==> src/rtl/id_ex_stage.sv <==
// ID/EX pipeline register with load-use hazard detection, branch squash, memory-stall freeze
// and a saturating count of inserted bubbles.
module id_ex_stage #(
   parameter int unsigned DATA_W      = 32,
   parameter int unsigned REG_AW      = 4,
   parameter int unsigned ALUOP_W     = 4,
   parameter int unsigned CNT_W       = 16,
   parameter bit          ZERO_REG_EN = 1'b1
) (
   input  logic               clk,
   input  logic               rst_n,
   input  logic               i_id_valid,
   input  logic [REG_AW-1:0]  i_id_rs1,
   input  logic [REG_AW-1:0]  i_id_rs2,
   input  logic               i_id_use_rs1,
   input  logic               i_id_use_rs2,
   input  logic [REG_AW-1:0]  i_id_rd,
   input  logic [DATA_W-1:0]  i_id_rs1_data,
   input  logic [DATA_W-1:0]  i_id_rs2_data,
   input  logic [DATA_W-1:0]  i_id_imm,
   input  logic [ALUOP_W-1:0] i_id_alu_op,
   input  logic               i_id_reg_wr,
   input  logic               i_id_mem_rd,
   input  logic               i_id_mem_wr,
   input  logic               i_id_wb_sel,
   input  logic               i_flush,
   input  logic               i_mem_stall,
   output logic               o_ex_valid,
   output logic [REG_AW-1:0]  o_ex_rs1,
   output logic [REG_AW-1:0]  o_ex_rs2,
   output logic [REG_AW-1:0]  o_ex_rd,
   output logic [DATA_W-1:0]  o_ex_rs1_data,
   output logic [DATA_W-1:0]  o_ex_rs2_data,
   output logic [DATA_W-1:0]  o_ex_imm,
   output logic [ALUOP_W-1:0] o_ex_alu_op,
   output logic               o_ex_reg_wr,
   output logic               o_ex_mem_rd,
   output logic               o_ex_mem_wr,
   output logic               o_ex_wb_sel,
   output logic               o_stall_id,
   output logic [CNT_W-1:0]   o_bubble_cnt
);

   logic               r_ex_valid;
   logic [REG_AW-1:0]  r_ex_rs1;
   logic [REG_AW-1:0]  r_ex_rs2;
   logic [REG_AW-1:0]  r_ex_rd;
   logic [DATA_W-1:0]  r_ex_rs1_data;
   logic [DATA_W-1:0]  r_ex_rs2_data;
   logic [DATA_W-1:0]  r_ex_imm;
   logic [ALUOP_W-1:0] r_ex_alu_op;
   logic               r_ex_reg_wr;
   logic               r_ex_mem_rd;
   logic               r_ex_mem_wr;
   logic               r_ex_wb_sel;
   logic [CNT_W-1:0]   r_bubble_cnt;

   logic               w_ex_valid_nxt;
   logic [REG_AW-1:0]  w_ex_rs1_nxt;
   logic [REG_AW-1:0]  w_ex_rs2_nxt;
   logic [REG_AW-1:0]  w_ex_rd_nxt;
   logic [DATA_W-1:0]  w_ex_rs1_data_nxt;
   logic [DATA_W-1:0]  w_ex_rs2_data_nxt;
   logic [DATA_W-1:0]  w_ex_imm_nxt;
   logic [ALUOP_W-1:0] w_ex_alu_op_nxt;
   logic               w_ex_reg_wr_nxt;
   logic               w_ex_mem_rd_nxt;
   logic               w_ex_mem_wr_nxt;
   logic               w_ex_wb_sel_nxt;
   logic [CNT_W-1:0]   w_bubble_cnt_nxt;

   logic               w_rs1_match;
   logic               w_rs2_match;
   logic               w_rd_ok;
   logic               w_lu_haz;
   logic               w_bubble;

   // Hazard only against a live load in EX; bubbles in EX can never stall ID.
   assign w_rs1_match = i_id_use_rs1 & (i_id_rs1 == r_ex_rd);
   assign w_rs2_match = i_id_use_rs2 & (i_id_rs2 == r_ex_rd);
   assign w_rd_ok     = ZERO_REG_EN ? (r_ex_rd != '0) : 1'b1;
   assign w_lu_haz    = r_ex_valid & r_ex_mem_rd & i_id_valid & (w_rs1_match | w_rs2_match) &
                        w_rd_ok;
   assign o_stall_id  = w_lu_haz & ~i_flush;
   assign w_bubble    = i_flush | w_lu_haz;

   always_comb begin
      w_ex_valid_nxt    = r_ex_valid;
      w_ex_rs1_nxt      = r_ex_rs1;
      w_ex_rs2_nxt      = r_ex_rs2;
      w_ex_rd_nxt       = r_ex_rd;
      w_ex_rs1_data_nxt = r_ex_rs1_data;
      w_ex_rs2_data_nxt = r_ex_rs2_data;
      w_ex_imm_nxt      = r_ex_imm;
      w_ex_alu_op_nxt   = r_ex_alu_op;
      w_ex_reg_wr_nxt   = r_ex_reg_wr;
      w_ex_mem_rd_nxt   = r_ex_mem_rd;
      w_ex_mem_wr_nxt   = r_ex_mem_wr;
      w_ex_wb_sel_nxt   = r_ex_wb_sel;
      w_bubble_cnt_nxt  = r_bubble_cnt;

      if (i_mem_stall) begin
         // Whole pipe frozen; a pending flush is honoured on the first unstalled edge.
      end else if (w_bubble) begin
         w_ex_valid_nxt    = 1'b0;
         w_ex_rs1_nxt      = '0;
         w_ex_rs2_nxt      = '0;
         w_ex_rd_nxt       = '0;
         w_ex_rs1_data_nxt = '0;
         w_ex_rs2_data_nxt = '0;
         w_ex_imm_nxt      = '0;
         w_ex_alu_op_nxt   = '0;
         w_ex_reg_wr_nxt   = 1'b0;
         w_ex_mem_rd_nxt   = 1'b0;
         w_ex_mem_wr_nxt   = 1'b0;
         w_ex_wb_sel_nxt   = 1'b0;
         if (!i_flush && (r_bubble_cnt != {CNT_W{1'b1}})) begin
            w_bubble_cnt_nxt = r_bubble_cnt + 1'b1;
         end
      end else begin
         w_ex_valid_nxt    = i_id_valid;
         w_ex_rs1_nxt      = i_id_rs1;
         w_ex_rs2_nxt      = i_id_rs2;
         w_ex_rd_nxt       = i_id_rd;
         w_ex_rs1_data_nxt = i_id_rs1_data;
         w_ex_rs2_data_nxt = i_id_rs2_data;
         w_ex_imm_nxt      = i_id_imm;
         w_ex_alu_op_nxt   = i_id_alu_op;
         w_ex_reg_wr_nxt   = i_id_reg_wr;
         w_ex_mem_rd_nxt   = i_id_mem_rd;
         w_ex_mem_wr_nxt   = i_id_mem_wr;
         w_ex_wb_sel_nxt   = i_id_wb_sel;
      end
   end

   always_ff @(posedge clk or negedge rst_n) begin
      if (!rst_n) begin
         r_ex_valid    <= 1'b0;
         r_ex_rs1      <= '0;
         r_ex_rs2      <= '0;
         r_ex_rd       <= '0;
         r_ex_rs1_data <= '0;
         r_ex_rs2_data <= '0;
         r_ex_imm      <= '0;
         r_ex_alu_op   <= '0;
         r_ex_reg_wr   <= 1'b0;
         r_ex_mem_rd   <= 1'b0;
         r_ex_mem_wr   <= 1'b0;
         r_ex_wb_sel   <= 1'b0;
         r_bubble_cnt  <= '0;
      end else begin
         r_ex_valid    <= w_ex_valid_nxt;
         r_ex_rs1      <= w_ex_rs1_nxt;
         r_ex_rs2      <= w_ex_rs2_nxt;
         r_ex_rd       <= w_ex_rd_nxt;
         r_ex_rs1_data <= w_ex_rs1_data_nxt;
         r_ex_rs2_data <= w_ex_rs2_data_nxt;
         r_ex_imm      <= w_ex_imm_nxt;
         r_ex_alu_op   <= w_ex_alu_op_nxt;
         r_ex_reg_wr   <= w_ex_reg_wr_nxt;
         r_ex_mem_rd   <= w_ex_mem_rd_nxt;
         r_ex_mem_wr   <= w_ex_mem_wr_nxt;
         r_ex_wb_sel   <= w_ex_wb_sel_nxt;
         r_bubble_cnt  <= w_bubble_cnt_nxt;
      end
   end

   assign o_ex_valid    = r_ex_valid;
   assign o_ex_rs1      = r_ex_rs1;
   assign o_ex_rs2      = r_ex_rs2;
   assign o_ex_rd       = r_ex_rd;
   assign o_ex_rs1_data = r_ex_rs1_data;
   assign o_ex_rs2_data = r_ex_rs2_data;
   assign o_ex_imm      = r_ex_imm;
   assign o_ex_alu_op   = r_ex_alu_op;
   // An invalid instruction loaded from ID must never write or touch memory.
   assign o_ex_reg_wr   = r_ex_reg_wr & r_ex_valid;
   assign o_ex_mem_rd   = r_ex_mem_rd & r_ex_valid;
   assign o_ex_mem_wr   = r_ex_mem_wr & r_ex_valid;
   assign o_ex_wb_sel   = r_ex_wb_sel;
   assign o_bubble_cnt  = r_bubble_cnt;

endmodule

==> config.mk <==
export PLATFORM = sky130hd
export DESIGN_NAME = id_ex_stage
export DESIGN_NICKNAME = d
export VERILOG_FILES = /design/src/rtl/id_ex_stage.sv
export SDC_FILE = /design/constraint.sdc
export NUM_CORES = 1
export LEC_CHECK = 0
export ABC_AREA = 1
export CAP_MARGIN = 10
export CORE_UTILIZATION = 39
export CTS_CLUSTER_SIZE = 40
export DETAILED_ROUTE_END_ITERATION = 8
export PLACE_DENSITY = 0.77
export SETUP_SLACK_MARGIN = 0.15
export SYNTH_ARGS = -nofsm -noshare
export SYNTH_HDL_FRONTEND = slang
export SYNTH_SLANG_ARGS = --single-unit
==> constraint.sdc <==
create_clock -name clk -period 1.55 [get_ports clk]
set_input_delay 0.155 -clock clk [delete_from_list [all_inputs] [get_ports clk]]
set_output_delay 0.155 -clock clk [all_outputs]
set_load 0.1 [all_outputs]
; Word level (Yosys, flattened, before mapping)
; Cells that the tools add are included.
[totals]
mem_bits_rw = 0
elab_cells = 46
ff_bits = 133
romBits = 0
memories = 0
latchBits = 0
[op_classes]
reduce_logical = 4
eq_ne = 3
n_lt_le_gt_ge = 0
addsub = 1
bitwise = 13
mul = 0
div = 0
shift = 0
n_mux = 12
[ops]
columns = op, count
row1 = $mux 32, 3
row2 = $add 16x1->16 const B, 1
row3 = $mux 4, 4
row4 = $ne 16x16->1 const B, 1
row5 = $and 1x1->1, 9
row6 = $eq 4x4->1, 2
row7 = $mux 1, 5
row8 = $reduce_bool 4->1, 1
row9 = $reduce_and 3->1, 1
row10 = $not 1->1, 2
row11 = $or 1x1->1, 2
row12 = $logic_and 1x1->1, 1
row13 = $logic_not 1->1, 1

; Logic depth before layout (Yosys ltp)
; Gate-level depths: netlist (run 1).
[logic_depth]
word_depth = 7
mapped_depth = 11

; Worst setup path after synthesis (run 1)
; No wires, ideal clock.
[synth_path]
path_type = register to output
startpoint = register r_ex_valid, in the netlist o_ex_valid
endpoint = output o_stall_id
stages_incl_launch_ff = 8
t_required_ns = 1.395
arrival_ns = 2.864
setup_slack_ns = -1.469
cell_sequence = dfrtp_1 > nand2_1 > clkinv_1 > nand2_1 > a31oi_4 > nand3_4 > buf_2 > inv_1
[synth_via]
elab_chain_len = 5
[synth_lines]
columns = item, line
row1 = from (decl), 44  ; logic r_ex_valid;
row2 = from (signal assigned), 152  ; r_ex_valid <= w_ex_valid_nxt;
row3 = $and 1x1->1, -
row4 = via o_ex_mem_rd, 37  ; output logic o_ex_mem_rd,
row5 = $and 1x1->1 (3 in a row), 82  ; assign w_lu_haz = r_ex_valid & r_ex_mem_rd & i_id_valid & (w_rs1_match | w_rs2_match) &
row6 = $and 1x1->1, 84  ; assign o_stall_id = w_lu_haz & ~i_flush;
row7 = to (decl), 40  ; output logic o_stall_id,
; The timed path passes the listed nets, and every way through them passes these cells.

; Final worst setup path (run 1)
[layout_path]
startpoint = register r_ex_rd[0], in the netlist o_ex_rd[0]
endpoint = output o_stall_id
[layout_via]
elab_chain_len = 6
word_cells_on_any_way = 9
classes_between = eq/ne (2) / bitwise (6) / reduce/logical (1)
[layout_lines]
columns = item, line
row1 = from (decl), 47  ; logic [REG_AW-1:0] r_ex_rd;
row2 = from (signal assigned), 155  ; r_ex_rd <= w_ex_rd_nxt;
row3 = "$eq 4x4->1, on equally long branches", "79, 80"
row4 = "$and 1x1->1, on equally long branches", "79, 80"
row5 = $or 1x1->1, 82
row6 = $and 1x1->1, 82
row7 = $and 1x1->1 *, 82
row8 = $and 1x1->1 *, 84
; Mark *: on every way between the ends. The rest lies on a longest branch, timed or not.

==> results.json, run 1 <==
{
  "synth_compound_area_share_pct": 2.66,
  "crit_fanout": 4,
  "synth_edf_count": 0,
  "place.gp.congestion": 0.954,
  "vias": 6227,
  "core_area_um2": 15200,
  "synth_top_area_share_pct": 54.8,
  "synth-simple-area-share_pct": 33.7,
  "wirelength_um": 21200,
  "cp-end-kind": "output pin",
  "synth_fa_ha_area_share_pct": 0.206,
  "setup_violations": 47,
  "nets": 1095,
  "synthMostInstantiatedCell": "nand2_1",
  "grt_overflow": 0,
  "syn_to_final_growth_pct": 85.7,
  "cp_top_family": "flip-flops",
  "hold_ws_ns": 0.115,
  "cts.sink_count": 133,
  "dieWidth_um": 127,
  "fp.dieArea_um2": 16100,
  "critPathBufInv": 3,
  "tightest_slew_ns": 0.535,
  "muxShareOfSynthArea_pct": 0,
  "synthTopCellsByArea": "dfrtp_1 (55%), nand2_1 (18%), nand4_1 (12%)",
  "status": "complete, but fails checks",
  "diodes": 0,
  "required_ns": 1.39,
  "fin_tns_setup_ns": -4.61,
  "critical_path_class": "reg2out",
  "yosysSeqAreaShare_pct": 54.8,
  "yosys-top-cells-count": "nand2_1 (288), dfrtp_1 (133), nand4_1 (118), inv_1 (27), clkbuf_1 (24)",
  "critPathLaunchType": "flip-flop",
  "grt_pass1_wl_um": 33800,
  "p_leak_nw": 5.56,
  "drv_cap": 0,
  "drt-wirelength-per-cell_um": 18.1,
  "ir_drop_mv": 0.774,
  "ys_async_sr_fraction_pct": 100,
  "fmax_ghz": 0.526,
  "cts-root-buf": "clkbuf_16",
  "path_clk_slew_ns": 0.06,
  "antenna_found_initial": 0,
  "rsz0062_at_grt": "true",
  "viasPerCell": 5.31,
  "placed_area_um2": 10500,
  "hold_class": "in2reg",
  "synth_top_area_cell": "dfrtp_1",
  "layout_worst_path_cycle_share_pct": 123,
  "drive_gt1_share_pct": 27.9,
  "synth_top_flop_cell": "dfrtp_1",
  "ios": 257,
  "drt_pass1_iterations": 4,
  "design_area_um2": 11300,
  "crit_arrival_ns": 1.74,
  "htreeDepth": 4,
  "clock_latency_ns": 0.42,
  "hpwlAfterDp_um": 14400,
  "yosysWarningCount": 0,
  "synth_area_um2": 6070,
  "final-max-slew-violation-count": 0,
  "drtIter0Drc": 392,
  "synthXorXnorAreaFrac_pct": 2.31,
  "maxSlewHeadroom_pct": 64.3,
  "cts_buffers": 17,
  "critPathMaxStageDelay_ns": 0.51,
  "syn-instance-count": 704,
  "yosysUniqueCellTypes": 28,
  "worst_slack_ns": -0.350,
  "hold_viol": 0,
  "grt_pass1_vias": 6498,
  "numPortBuffers": 256,
  "synth_top_family_by_area": "simple AND/OR/NAND/NOR gates",
  "detail-route-antenna-nets": 0,
  "syn_area_per_cell_um2": 8.62,
  "grt_max_degree": 114,
  "start_util_pct": 39.9,
  "rows": 45,
  "powerDensity_nw_per_um2": 1040,
  "grt_usage_pct": 27.4,
  "clockBufferDepth": 2,
  "critical-path-slowest-cell": "dfrtp_4",
  "violations": "setup timing",
  "remaining_drc_errors": 0,
  "die_y_um": 127,
  "cts_tree": "done",
  "skew_ns": 0.00944,
  "period_needed_ns": 1.90,
  "yosys_register_bits": 133,
  "crit_chain": "inv_4 > nor2_4 > nor2_2 > nand3_1 > nand2_2 > nand3_4 > clkinvlp_4 > buf_12",
  "syn_nets": 828
}
==> through the flow <==
step	power, mW	util (%)	setup WS (ns)	std cells
after floorplan	6.00	-	-0.373	704
after global placement	7.71	69.3	-0.245	1135
after detailed placement	7.75	69.3	-0.334	1135
after CTS	11.8	73.5	-0.359	1169
after global routing	12.1	74.2	-0.427	1172
final	11.8	74.2	-0.350	1172
==> final cells by class <==
type / instances / area [um2]
timing repair buffer: 301 / 4440
clock inverter: 11 / 126
fill: 953 / 3930
sequential: 133 / 3370
tap: 188 / 235
multi-input combinational: 483 / 2470
inverter: 35 / 166
clock buffer: 21 / 470
==> what timing repair did <==
action | 4_1_cts | 5_1_grt
resized for setup | 9 | 15
endpoints found under the setup margin | 138 | 141
cloned | 0 | 1
buffers inserted | 1 | 2
endpoints found under the hold margin | 133 | 0
hold buffers | 1 | 0
pin swaps | 9 | 7
==> final timing paths <==
path | startpoint | end | slack, ns | cells after the start
worst max-delay path | o_ex_rd[0] | o_stall_id | -0.35 | 8
worst min-delay path | i_mem_stall | o_ex_rs1_data[25] | 0.12 | 4
worst min register to register | r_ex_reg_wr | r_ex_reg_wr | 0.54 | 2
max in group asynchronous | rst_n | o_ex_rd[2] | 0.80 | 3
worst max register to register | o_ex_rd[0] | o_bubble_cnt[12] | -0.27 | 12
min in group asynchronous | rst_n | o_ex_rs1_data[17] | 0.20 | 2
==> kinds of logic after synthesis <==
kind of cell | after synthesis
simple gates | 445
flops | 133
buf+inv | 88
compound gates | 21
xor+xnor | 16
fa+ha+maj | 1
==> layout by cell type (no fill, tap or decap), drive strengths merged <==
| master | instances |
|---|---|
| nand2 | 292 |
| buf | 179 |
| dfrtp | 133 |
| clkdlybuf4s50 | 120 |
| nand4 | 119 |
| inv | 30 |
| clkbuf | 22 |
| nor2 | 17 |
| o21bai | 16 |
| xor2 | 14 |
| nand3 | 11 |
| clkinvlp | 7 |
| clkinv | 7 |
| nor3 | 6 |
| o21ai | 4 |
| xnor2 | 2 |
| bufinv | 2 |
| a31oi | 1 |
| ha | 1 |
| dlygate4sd3 | 1 |
==> tightest hold or removal path: cells and delay by family <==
| family | cells | cell delay [ns] |
|---|---|---|
| and+or+nand+nor | 2 | 0.14 |
| buffers and inverters | 2 | 0.19 |
==> routing by layer <==
layer  vias up  track usage [%]  share of wire, %
met3        63             8.81               8.2
met4         0             12.5               4.2
met5         -                0                 0
met1      3008             31.7                38
li1       2872                -                 -
met2       284             46.3                50
==> registers in the layout, indices dropped and copies added, names as in the netlist <==
signal,flops
o_bubble_cnt,16
o_ex_alu_op,4
o_ex_imm,32
o_ex_rd,4
o_ex_rs1,4
o_ex_rs1_data,32
o_ex_rs2,4
o_ex_rs2_data,32
o_ex_valid,1
o_ex_wb_sel,1
r_ex_mem_rd,1
r_ex_mem_wr,1
r_ex_reg_wr,1
==> where the power goes <==
part	switching [mW]	leakage, nW	internal (mW)
clock network	1.53	0.281	2.50
registers	0.275	1.65	3.72
logic	2.37	3.63	1.37
total	4.17	5.56	7.58
No activity file was read; power rests on OpenSTA's default activity.
==> run 2, diff against run 1 <==
--- a/config.mk
+++ b/config.mk
@@ -6,6 +6,7 @@
 export NUM_CORES = 1
 export LEC_CHECK = 0
 export ABC_AREA = 1
+export ABC_CLOCK_PERIOD_IN_PS = 1550
 export CAP_MARGIN = 10
 export CORE_UTILIZATION = 39
 export CTS_CLUSTER_SIZE = 40
==> results of run 2 <==
The final DEF is identical to that of run 1; final timing and power are the same.
